===== src/rtl/riscv_pipe_pkg.sv =====
// Purpose: shared ID/EX pipeline definitions (register index width, x0, control width, payload struct).
// Latency: n/a (types and constants only).
// Backpressure: n/a.
package riscv_pipe_pkg;

    localparam int REG_IDX_W      = 5;
    localparam logic [REG_IDX_W-1:0] X0 = '0;
    localparam int CTRL_W_DEFAULT = 16;
    localparam int XLEN           = 32;

    // ID/EX payload as seen by the EX stage at default widths.
    typedef struct packed {
        logic [XLEN-1:0]           pc;
        logic [REG_IDX_W-1:0]      rs1;
        logic [REG_IDX_W-1:0]      rs2;
        logic [REG_IDX_W-1:0]      rd;
        logic [XLEN-1:0]           imm;
        logic [CTRL_W_DEFAULT-1:0] ctrl;
        logic                      is_load;
        logic [XLEN-1:0]           a;
        logic [XLEN-1:0]           b;
    } id_ex_t;

endpackage


===== src/rtl/wb_bypass_mux.sv =====
// Purpose: selects writeback data over a stale operand when the writeback targets idx (never for x0).
// Latency: combinational.
// Backpressure: none.
// Ports: idx/rf_data = operand index and its current value; wb_we/wb_rd/wb_wd = writeback port; data = selected operand.
module wb_bypass_mux
    import riscv_pipe_pkg::*;
#(
    parameter int WIDTH = 32
) (
    input  logic [REG_IDX_W-1:0] idx,
    input  logic [WIDTH-1:0]     rf_data,
    input  logic                 wb_we,
    input  logic [REG_IDX_W-1:0] wb_rd,
    input  logic [WIDTH-1:0]     wb_wd,
    output logic [WIDTH-1:0]     data
);

    assign data = (wb_we && (wb_rd != X0) && (wb_rd == idx)) ? wb_wd : rf_data;

endmodule


===== src/rtl/id_ex_operand_stage.sv =====
// Purpose: single-entry ID/EX register with writeback bypass, held-operand refresh and load-use stall.
// Latency: 1 cycle from accept (id_valid & id_ready) to ex_valid.
// Backpressure: holds the entry while !ex_ready; id_ready drops when full and not draining, or on load-use hazard.
// Ports: clk/reset; id_* decode side (valid/ready + fields); rf_rd1/rf_rd2 regfile read data;
//        wb_* writeback port; flush squash; ex_* registered entry with valid/ready; load_use_stall.
module id_ex_operand_stage
    import riscv_pipe_pkg::*;
#(
    parameter int WIDTH  = 32,
    parameter int CTRL_W = CTRL_W_DEFAULT
) (
    input  logic                 clk,
    input  logic                 reset,
    input  logic                 id_valid,
    output logic                 id_ready,
    input  logic [WIDTH-1:0]     id_pc,
    input  logic [REG_IDX_W-1:0] id_rs1,
    input  logic [REG_IDX_W-1:0] id_rs2,
    input  logic [REG_IDX_W-1:0] id_rd,
    input  logic [WIDTH-1:0]     id_imm,
    input  logic [CTRL_W-1:0]    id_ctrl,
    input  logic                 id_is_load,
    input  logic [WIDTH-1:0]     rf_rd1,
    input  logic [WIDTH-1:0]     rf_rd2,
    input  logic                 wb_we,
    input  logic [REG_IDX_W-1:0] wb_rd,
    input  logic [WIDTH-1:0]     wb_wd,
    input  logic                 flush,
    output logic                 ex_valid,
    input  logic                 ex_ready,
    output logic [WIDTH-1:0]     ex_pc,
    output logic [WIDTH-1:0]     ex_imm,
    output logic [REG_IDX_W-1:0] ex_rs1,
    output logic [REG_IDX_W-1:0] ex_rs2,
    output logic [REG_IDX_W-1:0] ex_rd,
    output logic [CTRL_W-1:0]    ex_ctrl,
    output logic                 ex_is_load,
    output logic [WIDTH-1:0]     ex_a,
    output logic [WIDTH-1:0]     ex_b,
    output logic                 load_use_stall
);

    // Same field order as id_ex_t, sized by this instance's parameters.
    typedef struct packed {
        logic [WIDTH-1:0]     pc;
        logic [REG_IDX_W-1:0] rs1;
        logic [REG_IDX_W-1:0] rs2;
        logic [REG_IDX_W-1:0] rd;
        logic [WIDTH-1:0]     imm;
        logic [CTRL_W-1:0]    ctrl;
        logic                 is_load;
        logic [WIDTH-1:0]     a;
        logic [WIDTH-1:0]     b;
    } payload_t;

    logic     ex_valid_q;
    payload_t ex_q;

    logic hazard;
    logic hold;
    logic accept;

    logic [REG_IDX_W-1:0] mux_idx_a, mux_idx_b;
    logic [WIDTH-1:0]     mux_src_a, mux_src_b;
    logic [WIDTH-1:0]     byp_a, byp_b;

    assign hazard = id_valid && ex_valid_q && ex_q.is_load && (ex_q.rd != X0) &&
                    ((ex_q.rd == id_rs1) || (ex_q.rd == id_rs2));

    assign hold     = ex_valid_q && !ex_ready;
    assign id_ready = (!ex_valid_q || ex_ready) && !hazard;
    assign accept   = id_valid && id_ready;

    // While holding, id_ready is low so no capture can happen; the two muxes
    // are re-pointed at the held entry to refresh its operands instead.
    assign mux_idx_a = hold ? ex_q.rs1 : id_rs1;
    assign mux_idx_b = hold ? ex_q.rs2 : id_rs2;
    assign mux_src_a = hold ? ex_q.a   : rf_rd1;
    assign mux_src_b = hold ? ex_q.b   : rf_rd2;

    wb_bypass_mux #(.WIDTH(WIDTH)) u_byp_a (
        .idx     (mux_idx_a),
        .rf_data (mux_src_a),
        .wb_we   (wb_we),
        .wb_rd   (wb_rd),
        .wb_wd   (wb_wd),
        .data    (byp_a)
    );

    wb_bypass_mux #(.WIDTH(WIDTH)) u_byp_b (
        .idx     (mux_idx_b),
        .rf_data (mux_src_b),
        .wb_we   (wb_we),
        .wb_rd   (wb_rd),
        .wb_wd   (wb_wd),
        .data    (byp_b)
    );

    always_ff @(posedge clk or posedge reset) begin
        if (reset) begin
            ex_valid_q <= 1'b0;
            ex_q       <= '0;
        end else if (flush) begin
            ex_valid_q <= 1'b0;
        end else if (accept) begin
            ex_valid_q   <= 1'b1;
            ex_q.pc      <= id_pc;
            ex_q.rs1     <= id_rs1;
            ex_q.rs2     <= id_rs2;
            ex_q.rd      <= id_rd;
            ex_q.imm     <= id_imm;
            ex_q.ctrl    <= id_ctrl;
            ex_q.is_load <= id_is_load;
            ex_q.a       <= byp_a;
            ex_q.b       <= byp_b;
        end else if (ex_valid_q && ex_ready) begin
            ex_valid_q <= 1'b0;
        end else if (hold) begin
            ex_q.a <= byp_a;
            ex_q.b <= byp_b;
        end
    end

    assign ex_valid       = ex_valid_q;
    assign ex_pc          = ex_q.pc;
    assign ex_imm         = ex_q.imm;
    assign ex_rs1         = ex_q.rs1;
    assign ex_rs2         = ex_q.rs2;
    assign ex_rd          = ex_q.rd;
    assign ex_ctrl        = ex_q.ctrl;
    assign ex_is_load     = ex_q.is_load;
    assign ex_a           = ex_q.a;
    assign ex_b           = ex_q.b;
    assign load_use_stall = hazard;

endmodule


===== config.mk =====
export PLATFORM = sky130hd
export DESIGN_NAME = id_ex_operand_stage
export DESIGN_NICKNAME = d
export VERILOG_FILES = /design/src/rtl/riscv_pipe_pkg.sv /design/src/rtl/wb_bypass_mux.sv /design/src/rtl/id_ex_operand_stage.sv
export SDC_FILE = /design/constraint.sdc
export NUM_CORES = 1
export LEC_CHECK = 0
export BUFFER_PORTS_ARGS = -buffer_cell sky130_fd_sc_hd__buf_2
export CAP_MARGIN = 20
export CORE_AREA = 5 5 138 140
export CTS_BUF_LIST = sky130_fd_sc_hd__clkbuf_8
export CTS_CLUSTER_DIAMETER = 150
export DETAILED_ROUTE_END_ITERATION = 10
export DIE_AREA = 0 0 143 145
export MAX_ROUTING_LAYER = met4
export PLACE_DENSITY = 0.74
export SYNTH_ARGS = -nofsm -noshare
export SYNTH_HDL_FRONTEND = slang
export SYNTH_SLANG_ARGS = --single-unit

===== constraint.sdc =====
create_clock -name clk -period 5.8 [get_ports clk]
set_input_delay 1.45 -clock clk [delete_from_list [all_inputs] [get_ports clk]]
set_output_delay 1.45 -clock clk [all_outputs]
set_load 0.005 [all_outputs]

After elaboration in Yosys (flattened, before gate mapping)
Index checks and enable logic that the tools add are counted.

cells by class
  $add $sub $neg = 0
  multipliers = 0
  div/mod/pow operators = 0
  magnitude comparators = 0
  eq/ne operators = 5
  shift-type cells = 0
  muxes and demuxes = 12
  bitwise logic cells = 1
  reductions and logical operators = 22

operator list
  kind                                          count
  64-bit 2-to-1 mux                             3
  32-bit 2-to-1 mux                             4
  5-bit == test                                 4
  1-bit logical AND                             11
  5-bit 2-to-1 mux                              2
  5-bit nonzero test                            2
  1-bit zero test                               3
  1-bit 2-to-1 mux                              3
  3-bit AND reduction                           1
  3-bit nonzero test                            1
  1-bit logical OR                              2
  2-bit inequality test, second input constant  1
  2-bit AND reduction                           1
  2-bit nonzero test                            1
  1-bit NOT                                     1

storage, ports and cells
  register bits after elaboration = 161
  bits in latches = 0
  bits in writable memories = 0
  ROM bits = 0
  output and inout bits = 163
  logic and storage cells = 50
  memories kept = 0

Logic depth before layout (Yosys ltp)
  word-level depth = 9
  depth in mapped cells = 8
  gate-level depth less buffers = 6

Modules after synthesis
A second synthesis with hierarchy kept.

unflattened totals
  cells, all modules = 923
  area total of the unflattened synthesis = 9308.9 µm²

modules (own cells, without submodules)
  module               times used  cells each  area an instance (µm²)  sequential area each (µm²)
  id_ex_operand_stage  1           833         8120.3                  4028.9
  wb_bypass_mux        2           45          594.3                   0.0

Worst setup path after synthesis
Ideal clock, no wire load.

  kind = input-to-output
  from = input id_rs1[2]
  to = output id_ready
  data arrival time = 2.173 ns
  setup slack = 2.177 ns
  stages on the path = 5
  cells stage by stage = xor2_1 -> nor3_1 -> a22oi_1 -> nor2_1 -> nor2_1

between the ends
  cells in the longest elaborated chain, start to end = 5

RTL lines
  item                      RTL line                   text
  from (decl)               id_ex_operand_stage.sv:17  input logic [REG_IDX_W-1:0] id_rs1,
  5-bit == test             id_ex_operand_stage.sv:68  ((ex_q.rd == id_rs1) || (ex_q.rd == id_rs2));
  1-bit logical OR          id_ex_operand_stage.sv:68
  1-bit logical AND         id_ex_operand_stage.sv:67  assign hazard = id_valid && ex_valid_q && ex_q.is_load && (ex_q.rd != X0) &&
  named net load_use_stall  id_ex_operand_stage.sv:40  output logic load_use_stall
  1-bit zero test           id_ex_operand_stage.sv:71  assign id_ready = (!ex_valid_q || ex_ready) && !hazard;
  1-bit logical AND         id_ex_operand_stage.sv:71
  to (decl)                 id_ex_operand_stage.sv:15  output logic id_ready,

The timed path passes the listed nets, and every way through them passes these cells.

Final worst setup path
  from = input id_rs1[2]
  to = output id_ready

between the ends
  cells in the longest elaborated chain, start to end = 5

RTL lines
  item               RTL line
  5-bit == test      id_ex_operand_stage.sv:68
  1-bit logical OR   id_ex_operand_stage.sv:68
  1-bit logical AND  id_ex_operand_stage.sv:67
  1-bit zero test    id_ex_operand_stage.sv:71
  1-bit logical AND  id_ex_operand_stage.sv:71

No other way between the ends.

==> results.py <==
metrics = {
    "status": {
        "outcome": "completed",
    },
    "critical_path": {
        "arrival_ps": 2570,
        "ff2ff_path_depth": 6,
        "end_kind": "primary output",
        "worstPathMaxFanout": 3,
        "worstPathRequired_ps": 4350,
        "r2r_start": "ex_rd[2]",
        "startpoint_type": "input port",
        "reg2reg_slack_ps": 2900,
        "critPathKind": "input port to primary output",
        "worstReg2RegEnd": "ex_pc[25]",
    },
    "hold_path": {
        "min_path_type": "register to register",
        "hold_depth": 1,
        "hp-start": "ex_ctrl[14]",
        "whs_endpoint": "ex_ctrl[14]",
    },
    "timing": {
        "hold_ws_ps": 491,
        "worstMarginPinSlew_ps": 798,
        "max_freq_mhz": 249,
        "setup_viol": 0,
        "tns_ps": 0,
        "fin_skew_ps": 20.8,
        "relSlewSlack_pct": 46.8,
        "worst_slack_ps": 1780,
        "rsz0062_at_grt": "no",
        "fin_crit_ps": 4020,
        "slew_violations": 0,
        "hold_viol_final": 0,
        "min_period_over_period_pct": 69.4,
    },
    "flow_run": {
        "max_cap_violations": 0,
    },
    "placement": {
        "post-place-ws_ps": 1790,
        "placed_area_um2": 8840,
        "gp_congestion": 0.873,
        "io_buffer_count": 365,
        "dpl.hpwl_um": 16000,
        "dp.cells": 1063,
    },
    "routing": {
        "detail-route-antenna-nets": 0,
        "route.detailed.drc": 0,
        "vias": 5688,
        "viasPerCell": 5.19,
        "firstDrtPassIters": 4,
        "drtIter0Drc": 268,
        "wirelength_um": 21600,
        "wl_per_cell_um": 19.7,
    },
    "yosys": {
        "postSynth.asyncResetShare_pct": 100,
        "yosysSeqAreaShare_pct": 59.2,
        "synth_area_um2": 6810,
        "syn-num-nets": 700,
        "ys_ff_latch": 161,
        "synthFlopType": "dfrtp_1",
        "netlist_instances": 497,
        "synth_edf_count": 0,
        "syn_area_per_cell_um2": 13.7,
        "yosysUniqueCellTypes": 40,
        "ys.warnings.count": 0,
    },
    "clocking": {
        "clkLatencyLatePin_ps": 450,
        "cts_setup_buffers": 0,
        "cts-root-buf": "clkbuf_8",
        "cts_hold_buf": 0,
        "cts_resized": 0,
        "cts_sinks": 161,
        "htree_levels": 4,
        "cts_buffers": 17,
        "cts_tree": "yes",
        "clkTransAtPathRegs_ps": 110,
        "cts.path.max_buffers": 2,
    },
    "cells_and_area": {
        "drive_gt1_share_pct": 54.0,
        "design_area_um2": 9240,
        "layout.cells.non_filler": 1095,
        "fill_cells": 1582,
        "nNetsFinal": 1056,
        "fin_util_pct": 52.2,
        "n_antenna_cell": 0,
        "syn2layout_area_growth_pct": 35.7,
    },
    "floorplan": {
        "dieArea_um2": 20700,
        "fp.dieH_um": 145,
        "core_area_um2": 17700,
        "ios": 366,
        "start_util_pct": 38.4,
        "die_x_um": 143,
        "num_rows": 49,
    },
    "power_and_ir_drop": {
        "finalPower_mw": 2.97,
        "p_leak_nw": 4.42,
        "powerDensity_nw_per_um2": 321,
        "vdd_drop_max_mv": 0.194,
    },
    "global_route": {
        "track_usage_pct": 21.0,
        "grt_max_degree": 89,
        "first_global_vias": 6037,
        "antenna_found_initial": 0,
        "grt_pass1_wl_um": 33300,
        "gr-total-overflow": 0,
    },
}
-- flip-flops by register name, indices dropped and copies added (netlist names) --
signal      flops
ex_rs1          5
ex_a           32
ex_rs2          5
ex_imm         32
ex_b           32
ex_rd           5
ex_is_load      1
ex_ctrl        16
ex_pc          32
ex_valid        1
-- placed cells by master (no fill, tap or decap), types with 8 or more instances in the layout --
cell / netlist / routed
nor2_1: 8 / 8
xor2_1: 12 / 12
a2bb2oi_1: 64 / 64
clkbuf_8: 0 / 17
o22ai_1: 64 / 64
dfrtp_1: 161 / 161
inv_6: 0 / 8
mux2_2: 56 / 56
mux2_1: 40 / 40
buf_2: 13 / 365
-- kinds of logic (layout without fill, tap and decap cells) --
logic type | count (synthesis) | after routing | synth area share, %
compound gates | 147 | 147 | 16.5
mux | 100 | 100 | 16.5
buf+inv | 39 | 408 | 2.94
simple gates | 34 | 34 | 2.90
flops | 161 | 161 | 59.2
xor+xnor | 16 | 16 | 2.06
-- critical path: stages --
cell and delay, ps:
buf_2 120, xor2_1 160, nor3_1 230, a22oi_1 140, nor2_1 290, nor2_1 60
buf_2 130
-- power breakdown --
group / internal, mW / switching (mW) / total [mW] / leakage, nW
clock network: 0.364 / 0.473 / 0.837 / 0.209
logic: 0.380 / 0.308 / 0.688 / 2.37
registers: 1.32 / 0.119 / 1.44 / 1.84
-- synthesized netlist by cell type, types with 2 or more instances --
cell type / instances / area [um2]
clkbuf_1: 15 / 56.3
nor3_1: 2 / 10.0
a2bb2oi_1: 64 / 561
xor2_1: 12 / 105
dfrtp_1: 161 / 4030
inv_1: 2 / 7.51
buf_2: 13 / 65.1
mux2i_1: 4 / 40.0
buf_6: 4 / 45.0
o22ai_1: 64 / 400
xnor2_1: 4 / 35.0
mux2_1: 40 / 450
and2_1: 4 / 25.0
or4_1: 2 / 15.0
nand2_1: 3 / 11.3
nor2b_1: 2 / 12.5
buf_1: 3 / 11.3
nand2b_1: 6 / 37.5
o2111ai_1: 5 / 43.8
buf_4: 2 / 15.0
o21ai_0: 2 / 10.0
o211a_1: 2 / 20.0
a22oi_1: 2 / 15.0
nor2_1: 8 / 30.0
mux2_2: 56 / 631
-- cell type report --
cell class	instances	area, um2	area share (%)
clock inverters	15	165	1.79
well taps	229	287	3.10
clock buffers	17	234	2.53
repair buffers	374	1920	20.8
flip-flops and latches	161	4030	43.6
inverters	2	12.5	0.135
multi-input cells	297	2590	28.1
-- worst max path at each step --
stage | startpoint | to | slack, ps | depth (start not counted)
detailed placement | id_rs1[2] | id_ready | 1790 | 7
global placement | id_rs1[2] | id_ready | 1770 | 7
CTS | id_rs1[2] | id_ready | 1780 | 7
finish | id_rs1[2] | id_ready | 1780 | 7
floorplan | reset | ex_a[0] | 2 | 1
global route | id_rs1[2] | id_ready | 1680 | 7
-- routing by layer --
metal  wire (um)  vias to the layer above  global-route usage, %
met2       10800                      253                   34.1
met1        8920                     2773                   26.0
met4         567                        0                   7.41
li1            -                     2620                      -
met5           0                        -                      -
met3        1270                       42                   4.08
(Power assumes the default switching activity.)
